## src/rtl/stopwatch_ctrl.sv

```systemverilog
// Stopwatch control FSM: turns synchronized button levels into count-enable
// and clear pulses for the seconds/minutes counter, with a one-second prescaler.
module stopwatch_ctrl #(
   parameter int unsigned CLK_DIV = 12000000
) (
   input  logic       clk,
   input  logic       nrst,
   input  logic       start_stop,
   input  logic       lap_reset,
   input  logic       at_max,
   output logic       count_en,
   output logic       clear,
   output logic       running,
   output logic       lap_hold,
   output logic [1:0] state_o
);

   localparam int unsigned PW = $clog2(CLK_DIV);
   localparam logic [PW-1:0] TERM = PW'(CLK_DIV - 1);

   typedef enum logic [1:0] {
      S_IDLE    = 2'd0,
      S_RUNNING = 2'd1,
      S_STOPPED = 2'd2,
      S_LAP     = 2'd3
   } state_t;

   state_t          r_state;
   state_t          w_state_nxt;
   logic [PW-1:0]   r_presc;
   logic [PW-1:0]   w_presc_nxt;
   logic            r_ss_q;
   logic            r_lr_q;
   logic            r_clear;
   logic            w_clear_nxt;
   logic            w_ss_edge;
   logic            w_lr_edge;
   logic            w_active;
   logic            w_tick;

   // start/stop has priority when both buttons rise in the same cycle
   assign w_ss_edge = start_stop & ~r_ss_q;
   assign w_lr_edge = lap_reset & ~r_lr_q & ~w_ss_edge;
   assign w_active  = (r_state == S_RUNNING) || (r_state == S_LAP);
   assign w_tick    = w_active && (r_presc == TERM);

   always_ff @(posedge clk or negedge nrst) begin
      if (!nrst) begin
         r_state <= S_IDLE;
         r_presc <= '0;
         r_ss_q  <= 1'b0;
         r_lr_q  <= 1'b0;
         r_clear <= 1'b0;
      end else begin
         r_state <= w_state_nxt;
         r_presc <= w_presc_nxt;
         r_ss_q  <= start_stop;
         r_lr_q  <= lap_reset;
         r_clear <= w_clear_nxt;
      end
   end

   always_comb begin
      w_state_nxt = r_state;
      w_presc_nxt = r_presc;
      w_clear_nxt = 1'b0;

      if (w_active) begin
         w_presc_nxt = (r_presc == TERM) ? '0 : r_presc + PW'(1);
      end

      // a terminal count at the counter's maximum saturates into STOPPED
      if (w_tick && at_max) begin
         w_state_nxt = S_STOPPED;
      end else begin
         case (r_state)
            S_IDLE: begin
               if (w_ss_edge) begin
                  w_state_nxt = S_RUNNING;
                  w_presc_nxt = '0;
               end else if (w_lr_edge) begin
                  w_clear_nxt = 1'b1;
                  w_presc_nxt = '0;
               end
            end
            S_RUNNING: begin
               if (w_ss_edge)      w_state_nxt = S_STOPPED;
               else if (w_lr_edge) w_state_nxt = S_LAP;
            end
            S_LAP: begin
               if (w_ss_edge)      w_state_nxt = S_STOPPED;
               else if (w_lr_edge) w_state_nxt = S_RUNNING;
            end
            S_STOPPED: begin
               if (w_ss_edge) begin
                  w_state_nxt = S_RUNNING;
               end else if (w_lr_edge) begin
                  w_state_nxt = S_IDLE;
                  w_clear_nxt = 1'b1;
                  w_presc_nxt = '0;
               end
            end
            default: w_state_nxt = S_IDLE;
         endcase
      end
   end

   assign count_en = w_tick & ~at_max;
   assign clear    = r_clear;
   assign running  = w_active;
   assign lap_hold = (r_state == S_LAP);
   assign state_o  = r_state;

endmodule

```

## config.mk

```make
export PLATFORM = sky130hd
export DESIGN_NAME = stopwatch_ctrl
export DESIGN_NICKNAME = d
export VERILOG_FILES = /design/src/rtl/stopwatch_ctrl.sv
export SDC_FILE = /design/constraint.sdc
export NUM_CORES = 1
export LEC_CHECK = 0
export ABC_AREA = 1
export BUFFER_PORTS_ARGS = -buffer_cell sky130_fd_sc_hd__buf_2
export CAP_MARGIN = 20
export CORE_UTILIZATION = 40
export CTS_BUF_LIST = sky130_fd_sc_hd__clkbuf_4
export DETAILED_ROUTE_END_ITERATION = 8
export PLACE_DENSITY = 0.68
export SETUP_SLACK_MARGIN = 0.2
export SYNTH_ARGS = -nofsm -noshare
export SYNTH_HDL_FRONTEND = slang
export SYNTH_SLANG_ARGS = --single-unit
```

## constraint.sdc

```tcl
create_clock -name clk -period 1.9 [get_ports clk]
set_clock_uncertainty 0.1 [all_clocks]
set_input_delay 0.19 -clock clk [delete_from_list [all_inputs] [get_ports clk]]
set_output_delay 0.19 -clock clk [all_outputs]
set_load 0.005 [all_outputs]
```

==> impl_metrics.tcl <==
set metrics [dict create \
    fmax_mhz 518 \
    yosysWarningCount 0 \
    nets 281 \
    viasPerCell 4.95 \
    worstPathMaxFanout 2 \
    synth_seq_cells 29 \
    syn_area_sq_um 1790 \
    seq_area_sq_um 726 \
    ios 11 \
    cts.sinks 29 \
    core_sq_um 4140 \
    status "complete, but fails checks" \
    end_kind "output pin" \
    grt_pass1_wl_microns 6380 \
    leakage_nw 1.02 \
    die_h_microns 68.8 \
    route.detailed.drc 0 \
    power_mw 1.55 \
    slew_viol_final 0 \
    clk_latency_ns 0.33 \
    fp.dieW_microns 68.8 \
    gp_congestion 0.854 \
    ys_types 28 \
    std_cell_rows 23 \
    final-hold-violation-count 0 \
    powerDensity_nw_per_um2 729 \
    antenna_found_initial 0 \
    synthCells 245 \
    gr-total-overflow 0 \
    fin_setup_tns_ns -0.0296 \
    crit_path_start_kind "flip-flop" \
    synth.area.top_cells "dfrtp_1 41%, nand2_1 13%, inv_1 6.9%" \
    worst_slack_ns -0.0296 \
    arrival_ns 1.64 \
    antenna_left 0 \
    start_util 0.431 \
    cts_max_level 2 \
    violations "negative setup slack" \
    setup_viol_count_final 1 \
    async_flop_share 1.00 \
    detail_route.wirelength_microns 3820 \
    numCtsBuffers 5 \
    cts_tree "built" \
    clk_path_buf_depth 2 \
    wl_per_cell_microns 11.7 \
    dieArea_sq_um 4740 \
    utilization 0.514 \
    gr-usage-all-layers 0.187 \
    grt_pass1_vias 1453 \
    drv_cap 0 \
    dr.first_iter.drc_count 103 \
    dpl_cell_area_sq_um 1910 \
    synth_common_cells "62 x nand2_1, 33 x inv_1, 32 x nor2_1" \
    worstMarginPinSlew_ns 0.651 \
    ys.flop_type "dfrtp_1" \
    vdd_drop_max_uv 673 \
    grt_setup_unrepaired "true" \
    multi_input_area_sq_um 941 \
    grt_max_degree 30 \
    drive_gt1_frac 0.264 \
    period_share 1.02 \
    cts_root_buffer "clkbuf_4" \
    cts.clk_slew.worst_paths_ns 0.10 \
    seq_area_frac_synth 0.406 \
    drtPass1Iterations 5 \
    dp_hpwl_microns 2790 \
    criticalPathCategory "flip-flop to output pin" \
    insertedDiodeCount 0 \
    synth.avg_cell_area_sq_um 7.29 \
    synth_edf_count 0 \
    syn_to_final_growth_pct 19.3 \
    synth_top_area_frac 0.406 \
    synth_largest_area_cell "dfrtp_1" \
    crit_required_ns 1.61 \
    design_area_sq_um 2130 \
    min_path_type "primary input to flip-flop" \
    port-buffer-count 10 \
    fill_cells 417 \
    via_count 1615 \
    dp_slack_ns 0.163 \
    max-slew-margin-rel 0.566 \
    min_period_ns 1.93 \
    yosysMostFrequentCell "nand2_1" \
    synth_nets 251 \
]
[flip-flops by register name, summed over array words and instances, names as in the netlist]
signal / cells
r_lr_q: 1
state_o: 2
r_presc: 24
clear: 1
r_ss_q: 1
[repair_timing]
| action | CTS | global route |
|---|---|---|
| endpoints found under the setup margin | 14 | 22 |
| pin swaps | 2 | 6 |
| hold endpoints to repair | 31 | 0 |
| setup buffers | 3 | 5 |
| hold buffers | 3 | 0 |
| resized for setup | 5 | 15 |
[layout make-up]
type	count	area share
Multi-Input combinational cell	175	0.441
Sequential cell	29	0.340
Timing Repair Buffer	26	0.0939
Inverter	38	0.0692
Tap cell	50	0.0293
Clock buffer	6	0.0211
Clock inverter	2	0.00469
[final timing paths]
check                           start           to  slack [ns]  cells past startpoint
min reg2reg                    r_lr_q        clear        0.43                      3
min                            at_max   state_o[0]        0.14                      4
max in group asynchronous        nrst  r_presc[21]        0.95                      2
min in group asynchronous        nrst  r_presc[11]        0.31                      2
max                        r_presc[0]     count_en       -0.03                      8
max reg2reg                r_presc[0]  r_presc[22]        0.14                     11
[worst max-delay path, stage by stage (launching register included)]
cell	delay, ns
dfrtp_1	0.36
ha_2	0.19
nand2_2	0.08
nor2_4	0.12
nand2_2	0.07
nor4_2	0.16
nand3_1	0.13
nor2_1	0.09
buf_2	0.11
[cell families after synthesis]
group / Yosys count / share of synthesized area
simple gates: 155 / 0.419
buf+inv: 41 / 0.0931
flops: 29 / 0.406
compound gates: 10 / 0.0301
xor+xnor: 9 / 0.0441
fa+ha+maj: 1 / 0.00700
[stage by stage]
step,hold WS (ns),cells
6_report,0.136,326
5_1_grt,0.163,326
4_1_cts,0.186,321
3_5_place_dp,0.163,307
3_3_place_gp,0.162,307
2_1_floorplan,-0.206,245
[layout by cell type, fill, tap and decap left out, types with 3 or more instances in the layout]
cell | netlist | routed
nand4_1 | 5 | 5
nor2_4 | 2 | 3
nand2_2 | 3 | 7
dlygate4sd3_1 | 0 | 3
buf_2 | 1 | 10
nor2_1 | 32 | 30
clkbuf_4 | 0 | 6
nor2_2 | 15 | 16
xor2_1 | 6 | 6
dfrtp_1 | 29 | 29
nand2_1 | 62 | 58
nand3b_1 | 3 | 3
inv_1 | 33 | 33
nor3_1 | 9 | 9
a21oi_1 | 5 | 5
buf_4 | 0 | 8
inv_2 | 5 | 4
buf_6 | 0 | 4
o21ai_0 | 3 | 3
nand3_1 | 17 | 15
[metal layers]
metal | track usage | share of wire | vias up
li1 | - | - | 821
met1 | 0.238 | 0.47 | 759
met2 | 0.306 | 0.48 | 27
met3 | 0.0345 | 0.037 | 8
met4 | 0.0842 | 0.018 | 0
met5 | 0 | 0 | -
[report_power, final]
group | internal (mW) | switching, mW
clock network | 0.155 | 0.214
logic | 0.206 | 0.258
registers | 0.674 | 0.0473
No activity file was read; power rests on OpenSTA's default activity.
